File: config.mk
export PLATFORM = sky130hd
export DESIGN_NAME = led_pattern_sequencer
export DESIGN_NICKNAME = d
export VERILOG_FILES = /design/src/rtl/led_seq_pkg.sv /design/src/rtl/led_pattern_sequencer_step_prescaler.sv /design/src/rtl/led_pattern_sequencer.sv
export SDC_FILE = /design/constraint.sdc
export NUM_CORES = 1
export LEC_CHECK = 0
export BUFFER_PORTS_ARGS = -buffer_cell sky130_fd_sc_hd__clkbuf_2
export CAP_MARGIN = 20
export CORE_MARGIN = 1.5
export CORE_UTILIZATION = 55
export DETAILED_ROUTE_END_ITERATION = 12
export GPL_TIMING_DRIVEN = 0
export PLACE_DENSITY = 0.73
export SETUP_SLACK_MARGIN = 0.02
export SLEW_MARGIN = 20
export SYNTH_ARGS = -nofsm -noshare
export SYNTH_HDL_FRONTEND = slang
export SYNTH_SLANG_ARGS = --single-unit
export TNS_END_PERCENT = 10
File: constraint.sdc
create_clock -name i_Clk -period 5.3 [get_ports i_Clk]
set_input_delay 0.53 -clock i_Clk [delete_from_list [all_inputs] [get_ports i_Clk]]
set_output_delay 0.53 -clock i_Clk [all_outputs]
set_load 0.03 [all_outputs]
File: src/rtl/led_seq_pkg.sv
// rtl/led_seq_pkg.sv - mode enumeration and per-mode entry patterns for the LED sequencer
package led_seq_pkg;

  typedef enum logic [1:0] {
    MODE_OFF       = 2'd0,
    MODE_CHASE     = 2'd1,
    MODE_BOUNCE    = 2'd2,
    MODE_BLINK_ALL = 2'd3
  } mode_t;

  // Patterns are written {LED_4, LED_3, LED_2, LED_1}
  localparam logic [3:0] ENTRY_OFF       = 4'b0000;
  localparam logic [3:0] ENTRY_CHASE     = 4'b0001;
  localparam logic [3:0] ENTRY_BOUNCE    = 4'b0001;
  localparam logic [3:0] ENTRY_BLINK_ALL = 4'b1111;

  function automatic logic [3:0] entry_pattern(input mode_t m);
    logic [3:0] p;
    p = ENTRY_OFF;
    case (m)
      MODE_OFF:       p = ENTRY_OFF;
      MODE_CHASE:     p = ENTRY_CHASE;
      MODE_BOUNCE:    p = ENTRY_BOUNCE;
      MODE_BLINK_ALL: p = ENTRY_BLINK_ALL;
      default:        p = ENTRY_OFF;
    endcase
    return p;
  endfunction

endpackage

File: src/rtl/led_pattern_sequencer_step_prescaler.sv
// rtl/led_pattern_sequencer_step_prescaler.sv - shared step prescaler, one-cycle tick at terminal count
module step_prescaler #(
  parameter int g_CLKS_PER_STEP = 2500000
) (
  input  logic i_Clk,
  input  logic i_Rst_L,
  input  logic i_Enable,
  input  logic i_Clear,
  output logic o_Tick
);

  localparam int W = $clog2(g_CLKS_PER_STEP);
  localparam logic [31:0] TERM = 32'(g_CLKS_PER_STEP - 1);

  logic [W-1:0] count;
  logic         at_term;

  // Compare at 32 bits so a non-power-of-two terminal count is never truncated
  assign at_term = (32'(count) == TERM);
  assign o_Tick  = i_Enable && !i_Clear && at_term;

  always_ff @(posedge i_Clk or negedge i_Rst_L) begin
    if (!i_Rst_L) begin
      count <= '0;
    end else if (i_Clear) begin
      count <= '0;
    end else if (i_Enable) begin
      count <= at_term ? '0 : count + W'(1);
    end
  end

endmodule

File: src/rtl/led_pattern_sequencer.sv
// rtl/led_pattern_sequencer.sv - mode register and pattern FSM driving four LEDs from one prescaler
module led_pattern_sequencer
  import led_seq_pkg::*;
#(
  parameter int g_CLKS_PER_STEP = 2500000
) (
  input  logic       i_Clk,
  input  logic       i_Rst_L,
  input  logic       i_Mode_Next,
  input  logic       i_Pause,
  output logic       o_LED_1,
  output logic       o_LED_2,
  output logic       o_LED_3,
  output logic       o_LED_4,
  output logic [1:0] o_Mode,
  output logic       o_Step
);

  mode_t      mode, mode_n;
  logic [3:0] leds, leds_n;
  logic [1:0] pos, pos_n;
  logic       dir_down, dir_down_n;
  logic       blink, blink_n;
  logic       step, step_n;
  logic       tick;

  // A mode advance clears the prescaler, which also suppresses a coincident tick
  step_prescaler #(
    .g_CLKS_PER_STEP(g_CLKS_PER_STEP)
  ) u_prescaler (
    .i_Clk    (i_Clk),
    .i_Rst_L  (i_Rst_L),
    .i_Enable (!i_Pause),
    .i_Clear  (i_Mode_Next),
    .o_Tick   (tick)
  );

  always_ff @(posedge i_Clk or negedge i_Rst_L) begin
    if (!i_Rst_L) begin
      mode     <= MODE_OFF;
      leds     <= ENTRY_OFF;
      pos      <= 2'd0;
      dir_down <= 1'b0;
      blink    <= 1'b0;
      step     <= 1'b0;
    end else begin
      mode     <= mode_n;
      leds     <= leds_n;
      pos      <= pos_n;
      dir_down <= dir_down_n;
      blink    <= blink_n;
      step     <= step_n;
    end
  end

  always_comb begin
    mode_n     = mode;
    leds_n     = leds;
    pos_n      = pos;
    dir_down_n = dir_down;
    blink_n    = blink;
    step_n     = 1'b0;
    if (i_Mode_Next) begin
      mode_n     = mode_t'(mode + 2'd1);
      leds_n     = entry_pattern(mode_n);
      pos_n      = 2'd0;
      dir_down_n = 1'b0;
      blink_n    = (mode_n == MODE_BLINK_ALL);
    end else if (tick) begin
      step_n = 1'b1;
      case (mode)
        MODE_OFF: leds_n = ENTRY_OFF;
        MODE_CHASE: leds_n = {leds[2:0], leds[3]};
        MODE_BOUNCE: begin
          // Turn around at the ends so each endpoint is shown exactly once
          if (!dir_down) begin
            if (pos == 2'd3) begin
              dir_down_n = 1'b1;
              pos_n      = 2'd2;
            end else begin
              pos_n = pos + 2'd1;
            end
          end else begin
            if (pos == 2'd0) begin
              dir_down_n = 1'b0;
              pos_n      = 2'd1;
            end else begin
              pos_n = pos - 2'd1;
            end
          end
          leds_n = 4'b0001 << pos_n;
        end
        MODE_BLINK_ALL: begin
          blink_n = !blink;
          leds_n  = {4{!blink}};
        end
        default: leds_n = ENTRY_OFF;
      endcase
    end
  end

  assign o_Mode  = mode;
  assign o_Step  = step;
  assign o_LED_1 = leds[0];
  assign o_LED_2 = leds[1];
  assign o_LED_3 = leds[2];
  assign o_LED_4 = leds[3];

endmodule

==> results of run 1 <==
layout make-up:
type	count	area [um2]	area share, %
inverters	7	26.3	1.27
clock buffers	7	55.1	2.65
repair buffers	9	45.0	2.17
well taps	46	57.6	2.77
plain buffers	8	47.5	2.29
multi-input cells	165	1020	49.1
flip-flops and latches	33	826	39.8
state kept, by name (all words and copies together), names as in the netlist:
name / cells
leds: 4
blink: 1
dir_down: 1
o_Step: 1
o_Mode: 2
pos: 2
u_prescaler.count: 22
report_power, final:
part | switching [mW] | total, mW | leakage (nW) | internal, mW
Clock | 0.0842 | 0.147 | 0.0314 | 0.0626
Combinational | 0.114 | 0.177 | 0.413 | 0.0636
Sequential | 0.0252 | 0.301 | 0.449 | 0.276
worst max-delay path: stages (launching register included):
cell and delay, ns:
dfrtp_1 0.43, or4b_1 0.53, or4_1 0.40, buf_2 0.19, o31a_1 0.35, buf_6 0.16, buf_6 0.15, a31oi_4 0.15
nand2_1 0.08
worst paths after layout:
check                                 startpoint                    end  cells past startpoint
setup / recovery           u_prescaler.count[12]   u_prescaler.count[3]                      8
hold / removal                           i_Rst_L  u_prescaler.count[16]                      1
setup reg to reg           u_prescaler.count[12]   u_prescaler.count[3]                      8
hold reg to reg             u_prescaler.count[0]   u_prescaler.count[0]                      1
max in group asynchronous                i_Rst_L                 pos[1]                      1
min in group i_Clk          u_prescaler.count[0]   u_prescaler.count[0]                      1
layer usage:
metal,track usage (%),part of all wire (%),up-vias
met5,0,0,-
met4,5.78,1.1,0
met3,7.45,5.2,10
met2,39.1,48,55
met1,33.5,45,806
li1,-,-,813
logic make-up (layout without fill, tap and decap cells):
kind of cell	Yosys count	in the layout	synth area share, %
DFF	33	33	43.0
adders and majority gates	5	5	3.26
and+or+nand+nor	113	113	31.4
buffers and inverters	15	31	3.85
AOI/OAI and AO/OA	37	37	13.4
muxes	6	6	3.19
xor gates and xnor gates	4	4	1.83
cell usage in the layout (no fill, tap or decap), drive strengths merged, types with 6 or more instances in the layout:
| master | count |
|---|---|
| nand4 | 6 |
| dfrtp | 33 |
| nand3 | 28 |
| nor2 | 10 |
| clkbuf | 19 |
| inv | 7 |
| nand2 | 30 |
| nor2b | 6 |
| or3 | 9 |
| a21oi | 15 |
through the flow:
stage	utilization, %	hold slack, ns	instances
floorplan	-	0.234	213
global placement	60.6	0.504	268
detailed placement	60.6	0.522	268
CTS	62.2	0.282	275
global route	62.2	0.316	275
finish	62.2	0.261	275
==> flow_summary.json, run 1 <==
{
  "synth_nets": 222,
  "wire_per_inst_um": 15.4,
  "drive_gt1_share_pct": 10.9,
  "drt_wl_total_um": 4230,
  "ys_types": 44,
  "start_util_pct": 57.5,
  "fmax_mhz": 393,
  "fillerInstances": 314,
  "die_y_um": 62.1,
  "ctsHoldBuffers": 0,
  "postLayoutCellArea_um2": 2080,
  "period_share_pct": 48.1,
  "yosysTopAreaCellShare_pct": 43.0,
  "fp-row-count": 21,
  "clock_latency_ns": 0.34,
  "dieArea_um2": 3850,
  "synth-edff-count": 0,
  "path_class": "reg2reg",
  "max_cap_violations": 0,
  "ys.flop_type": "dfrtp_1",
  "clockBufferDepth": 2,
  "hold_viol_final": 0,
  "max-vdd-ir-drop_mv": 0.170,
  "cts_buffers": 5,
  "cts_tree": "done",
  "syn_area_per_cell_um2": 9.01,
  "grt_pass1_vias": 1480,
  "yosysWarningCount": 0,
  "synth_cells": 213,
  "synth_top_area_cell": "dfrtp_1",
  "syn_to_final_growth_pct": 8.21,
  "die_w_um": 62.1,
  "reg2reg_slack_ns": 2.75,
  "layout.nets": 238,
  "core_um2": 3340,
  "antenna_cells": 0,
  "dp_slack_ns": 2.79,
  "grt_overflow": 0,
  "timing.setup.tns_ns": 0,
  "worst_slew_pin_slew_ns": 0.852,
  "cts-root-buf": "clkbuf_4",
  "synth_most_common_cell": "dfrtp_1",
  "slew_headroom_pct": 42.7,
  "gp_congestion": 0.828,
  "path_clk_slew_ns": 0.10,
  "p_leak_nw": 0.894,
  "worstSetupEndpointType": "flop",
  "grt_pass1_wl_um": 6870,
  "antenna_found_initial": 0,
  "hold_path.class": "in2async",
  "ys_seq_area_share_pct": 43.0,
  "crit_required_ns": 5.53,
  "grt_max_degree": 34,
  "hpwl_um": 3100,
  "ys_ff_latch": 33,
  "clock_skew_ns": 0.00668,
  "rsz0062_at_grt": "false",
  "finalSetupViolations": 0,
  "status": "completed",
  "synth_top_cells_by_area": "dfrtp_1 (43%), nand3_1 (7.3%), nand2_1 (5.9%)",
  "track_usage_pct": 24.8,
  "powerDensity_nw_per_um2": 301,
  "drtIter0Drc": 127,
  "vias_per_cell": 6.12,
  "total_power_uw": 625,
  "crit_arrival_ns": 2.77,
  "period_needed_ns": 2.55,
  "placed_area_um2": 2020,
  "num_vias": 1684,
  "drc": 0,
  "htreeDepth": 2,
  "ios": 11,
  "timing.final.ws_setup_ns": 2.75,
  "ant_nets": 0,
  "first_pass_iters": 4,
  "maxSlewViolCount": 0,
  "critPathLaunchType": "flop",
  "cts.sinks": 33,
  "port_buffers": 9,
  "async_flop_share_pct": 100,
  "cts_setup_buffers": 0,
  "cp_max_fo": 10,
  "syn_area_um2": 1920,
  "yosys-top-cells-count": "dfrtp_1 (33), nand2_1 (30), nand3_1 (28)",
  "cts_resized": 0
}
(Power assumes the default switching activity.)
==> inputs of run 2 (changes only) <==
Settings changed: CORE_UTILIZATION 55 to 54, PLACE_DENSITY 0.73 to 0.75.
Clock period 5.3 ns to 2.3 ns, I/O delays scaled along.
==> run 2 against run 1 <==
Net effect:
- the run now ends with negative hold slack, negative setup slack left
- cell area grew 7.6%
- fmax grew 8.9%
- clock power grew 130%
- critical path type unchanged
- largest cell class unchanged
- highest routed layer unchanged
==> flow_summary.json, run 2 (same netlist as run 1, synthesis figures left out) <==
{
  "status": "complete, but fails checks",
  "failed_checks": "negative hold slack, negative setup slack",
  "worst_r2r_path_depth": 7,
  "regMostFlops": "u_prescaler.count",
  "track_usage_pct": 24.1,
  "port_buffers": 9,
  "dp_slack_ns": -0.184,
  "dieArea_um2": 3920,
  "p_leak_nw": 0.989,
  "die_w_um": 62.6,
  "final_cell_mix": "dfrtp_1 (33), nand2_1 (30), nand3_1 (27), a21oi_1 (13)",
  "start_util_pct": 57.1,
  "ant_nets": 0,
  "maxSlewViolCount": 0,
  "clockBufferDepth": 2,
  "cpPeakStageDelay_ns": 0.54,
  "core_um2": 3360,
  "rsz0062_at_grt": "true",
  "wire_per_inst_um": 15.6,
  "timing.setup.tns_ns": -0.0504,
  "reg_top3": "u_prescaler.count x22, leds x4",
  "worstSetupEndpointType": "flop",
  "path_class": "reg2reg",
  "syn_to_final_growth_pct": 16.4,
  "powerDensity_nw_per_um2": 644,
  "slew_headroom_pct": 44.9,
  "grt_pass1_wl_um": 7520,
  "total_power_mw": 1.44,
  "grt_overflow": 0,
  "max_cap_violations": 0,
  "cp_max_fo": 10,
  "critPathLaunchType": "flop",
  "drive_gt1_share_pct": 18.0,
  "fmax_mhz": 427,
  "ios": 11,
  "clock_skew_ns": 0.00569,
  "period_needed_ns": 2.34,
  "cts_tree": "done",
  "path_clk_slew_ns": 0.10,
  "cts.sinks": 33,
  "ctsHoldBuffers": 0,
  "drc": 0,
  "vias_per_cell": 5.96,
  "layout_commonest_cell": "dfrtp_1",
  "die_y_um": 62.6,
  "critical_path_depth": 7,
  "clock_latency_ns": 0.33,
  "critical_path_buf_inv_count": 2,
  "timing.final.ws_setup_ns": -0.0398,
  "crit_family": "simple AND/OR/NAND/NOR gates",
  "num_vias": 1699,
  "grt_pass1_vias": 1592,
  "hold_ws_ns": -0.0260,
  "fp-row-count": 21,
  "grt_max_degree": 34,
  "max-vdd-ir-drop_mv": 0.643,
  "hold_viol_final": 33,
  "cts-root-buf": "clkbuf_4",
  "crit_arrival_ns": 2.57,
  "period_share_pct": 102,
  "crit_chain": "or4b_4 -> or4_4 -> o31a_1 -> buf_6 -> buf_8 -> a31oi_4 -> nand2_1",
  "crit_required_ns": 2.53,
  "layout.nets": 248,
  "cts_buffers": 5,
  "finalSetupViolations": 2,
  "gp_congestion": 0.833,
  "first_pass_iters": 4,
  "antenna_cells": 0,
  "hold_path.class": "in2async",
  "antenna_found_initial": 0,
  "drt_wl_total_um": 4460,
  "worst_slew_pin_slew_ns": 0.827,
  "cp_slowest_cell": "or4b_4",
  "htreeDepth": 2,
  "hpwl_um": 2920,
  "largest_register_ff_count": 22,
  "drtIter0Drc": 119
}
run 2: cell count changes in the layout (fill, tap and decap cells not counted), moves of 2 or more:
cell	delta
a21oi_1	-2
a21oi_2	+2
nor4_1	-2
buf_4	+10
nor4_4	+2
run 2: power by group:
group	switching, mW	internal [mW]	leakage, nW
Sequential	0.0563	0.636	0.449
Clock	0.187	0.144	0.0314
Combinational	0.263	0.153	0.509
Total	0.506	0.933	0.989
run 2: layout make-up:
class                      instances  area [um2]
inverter                           7        26.3
timing repair buffer              20         125
clock buffer                       7        55.1
buffer                             7        52.6
fill                             291        1130
tap                               46        57.6
multi-input combinational        165        1090
sequential                        33         826
run 2: what timing repair did:
action | CTS | global route
pin swaps | 2 | 1
resized for setup | 8 | 10
buffers inserted | 3 | 7
endpoints found under the setup margin | 25 | 26
gates cloned | 1 | 0
run 2: per-layer routing:
layer  global-route usage [%]  wire length (um)  vias to the layer above  part of all wire (%)
met5                        0                 0                        -                     0
met4                     6.39                43                        0                  0.96
met3                     5.23               221                        4                   5.0
met2                     37.6              2100                       44                    47
met1                     34.0              2100                      822                    47
li1                         -                 -                      829                     -
run 2: worst paths after layout:
kind	startpoint	endpoint	slack [ns]
setup / recovery	u_prescaler.count[12]	u_prescaler.count[3]	-0.04
hold / removal	i_Rst_L	u_prescaler.count[15]	-0.03
setup reg to reg	u_prescaler.count[12]	u_prescaler.count[3]	-0.04
hold reg to reg	u_prescaler.count[0]	u_prescaler.count[0]	0.53
max in group asynchronous	i_Rst_L	u_prescaler.count[2]	1.81
min in group i_Clk	i_Mode_Next	o_Step	0.34
run 2: metrics by stage:
| stage | utilization (%) | instances | area, um2 | hold WS, ns |
|---|---|---|---|---|
| floorplan | - | 213 | 1920 | -0.0656 |
| global placement | 60.1 | 268 | 2020 | 0.367 |
| detailed placement | 60.1 | 268 | 2020 | 0.370 |
| CTS | 63.5 | 279 | 2140 | 0.000754 |
| global route | 66.4 | 285 | 2230 | 0.0453 |
| finish | 66.4 | 285 | 2230 | -0.0260 |
==> inputs of run 3 (changes only) <==
Settings changed: ABC_AREA from default to 1, CORE_UTILIZATION 54 to 55, PLACE_DENSITY 0.75 to 0.73, REMOVE_ABC_BUFFERS from default to 1.
Clock period 2.3 ns to 2.47 ns, I/O delays scaled along.
==> run 3 against run 2 <==
Net effect:
- the run now ends clean
- first-iteration DRC count up 63%
- via count rose by 11%
- sequential cell count did not move
- power shrank 1.9%
- synthesized area is 9.4% higher
- clock-buffer cell count is 1 lower
- sequential power down 7.5%
- sequential share of layout area is 0.53 points lower
- wire length grew 0.31%
- global-route usage increased by 0.093 points
- fmax is 22% higher
- critical path type unchanged
- largest cell class unchanged
==> flow_summary.json, run 3 <==
{
  "status": "completed",
  "crit_required_ns": 2.63,
  "synth_top_area_cell": "dfrtp_1",
  "start_util_pct": 57.3,
  "yosys-top-cells-count": "nand2_1 (87), inv_1 (41), nor2_1 (35)",
  "syn_area_per_cell_um2": 6.95,
  "die_y_um": 64.8,
  "cts_buffers": 5,
  "timing.setup.tns_ns": 0,
  "period_needed_ns": 1.91,
  "reg_top3": "u_prescaler.count x22, leds x4",
  "largest_register_ff_count": 22,
  "cts_setup_buffers": 0,
  "gp_congestion": 0.917,
  "crit_family": "simple AND/OR/NAND/NOR gates",
  "drc": 0,
  "grt_pass1_vias": 1652,
  "worst_slew_pin_slew_ns": 0.821,
  "first_pass_iters": 4,
  "period_share_pct": 77.3,
  "cpPeakStageDelay_ns": 0.39,
  "clockBufferDepth": 2,
  "maxSlewViolCount": 0,
  "crit_chain": "ha_1 -> nand2_1 -> inv_1 -> nand2_2 -> nor2_2 -> nand3_2 -> nand2_2 -> inv_2 -> nand3_1 -> o21ai_0",
  "ys_seq_area_share_pct": 39.3,
  "core_um2": 3660,
  "hold_path.class": "in2async",
  "final_cell_mix": "nand2_1 (87), inv_1 (41), nor2_1 (35), dfrtp_1 (33), nand3_1 (28)",
  "fillerInstances": 348,
  "grt_overflow": 0,
  "cts_tree": "done",
  "track_usage_pct": 24.2,
  "port_buffers": 10,
  "synth-edff-count": 0,
  "max-vdd-ir-drop_mv": 0.613,
  "num_vias": 1883,
  "synth_top_cells_by_area": "dfrtp_1 (39%), nand2_1 (16%), inv_1 (7.3%)",
  "critPathLaunchType": "flop",
  "grt_max_degree": 34,
  "synth_most_common_cell": "nand2_1",
  "wire_per_inst_um": 12.3,
  "path_class": "reg2reg",
  "ys_types": 27,
  "clock_latency_ns": 0.29,
  "hold_viol_final": 0,
  "drt_wl_total_um": 4470,
  "ys_ff_latch": 33,
  "syn_to_final_growth_pct": 7.99,
  "drtIter0Drc": 194,
  "ys.flop_type": "dfrtp_1",
  "multi_input_area_um2": 1090,
  "yosysWarningCount": 0,
  "max_cap_violations": 0,
  "die_w_um": 64.8,
  "cts.sinks": 33,
  "ios": 11,
  "crit_arrival_ns": 2.07,
  "finalSetupViolations": 0,
  "ctsHoldBuffers": 0,
  "fp-row-count": 22,
  "ant_nets": 0,
  "syn_area_um2": 2100,
  "grt_pass1_wl_um": 7700,
  "yosysTopAreaCellShare_pct": 39.3,
  "regMostFlops": "u_prescaler.count",
  "synth_cells": 302,
  "critical_path_buf_inv_count": 2,
  "fmax_mhz": 523,
  "antenna_found_initial": 0,
  "hpwl_um": 3220,
  "layout_commonest_cell": "nand2_1",
  "layout.nets": 323,
  "cts-root-buf": "clkbuf_8",
  "seq_area_um2": 826,
  "worstSetupEndpointType": "flop",
  "hold_ws_ns": 0.0420,
  "cp_slowest_cell": "dfrtp_1",
  "slew_headroom_pct": 45.3,
  "drive_gt1_share_pct": 10.5,
  "clock_skew_ns": 0.00390,
  "crit_top_cell": "nand2_2",
  "powerDensity_nw_per_um2": 622,
  "dieArea_um2": 4200,
  "total_power_mw": 1.41,
  "async_flop_share_pct": 100,
  "cp_max_fo": 12,
  "htreeDepth": 2,
  "vias_per_cell": 5.19,
  "rsz0062_at_grt": "false",
  "path_clk_slew_ns": 0.07,
  "cts_resized": 0,
  "p_leak_nw": 1.07,
  "antenna_cells": 0
}
run 3: cell types whose count changed in the layout (fill, tap and decap cells not counted), sizes merged, moves of 5 or more:
cell,previous run,this run
a21oi,15,7
a221o,5,0
nor2b,6,0
inv,7,42
or3,9,0
mux2i,5,0
buf,15,0
o22ai,0,8
xor2,3,8
o21ai,5,19
nand2,30,94
nor4,5,0
nor2,10,41
run 3: cells by family (layout without fill, tap and decap cells):
group | count (synthesis) | after routing | synth area share (%)
AOI/OAI and AO/OA | 38 | 38 | 10.1
xor gates and xnor gates | 8 | 8 | 3.34
adders and majority gates | 5 | 5 | 2.98
buffers and inverters | 48 | 61 | 8.88
DFF | 33 | 33 | 39.3
and+or+nand+nor | 170 | 170 | 35.4
run 3: worst paths after layout:
| kind | start | to | slack [ns] | cells after the start |
|---|---|---|---|---|
| hold reg to reg | u_prescaler.count[19] | u_prescaler.count[19] | 0.49 | 2 |
| setup reg to reg | u_prescaler.count[0] | u_prescaler.count[16] | 0.56 | 10 |
| hold / removal | i_Rst_L | o_Step | 0.04 | 1 |
| max in group asynchronous | i_Rst_L | u_prescaler.count[21] | 1.91 | 1 |
| min in group i_Clk | i_Pause | u_prescaler.count[2] | 0.17 | 2 |
| setup / recovery | u_prescaler.count[0] | u_prescaler.count[16] | 0.56 | 10 |
run 3: power breakdown:
group,internal (mW),switching (mW)
Clock,0.195,0.206
Sequential,0.593,0.0472
Combinational,0.117,0.253
run 3: final cells by class:
| cell class | instances | area share, % |
|---|---|---|
| Multi-Input combinational cell | 221 | 48.0 |
| Tap cell | 48 | 2.65 |
| Timing Repair Buffer | 10 | 2.21 |
| Clock inverter | 2 | 0.442 |
| Sequential cell | 33 | 36.4 |
| Inverter | 43 | 7.12 |
| Clock buffer | 6 | 3.20 |
run 3: layer usage:
layer	global-route usage [%]	routed length (um)	vias up
met4	8.51	70	0
met1	36.5	2280	850
met5	0	0	-
met2	33.8	1890	47
li1	-	-	978
met3	5.56	237	8
run 3: through the flow:
stage                     cell area (um2)  setup WS, ns  utilization, %  std cells
after floorplan                      2070         0.943               -        297
after global placement               2180         0.542            59.7        355
after detailed placement             2180         0.558            59.7        355
after CTS                            2270         0.535            61.9        363
after global routing                 2270         0.356            61.9        363
final                                2270         0.560            61.9        363
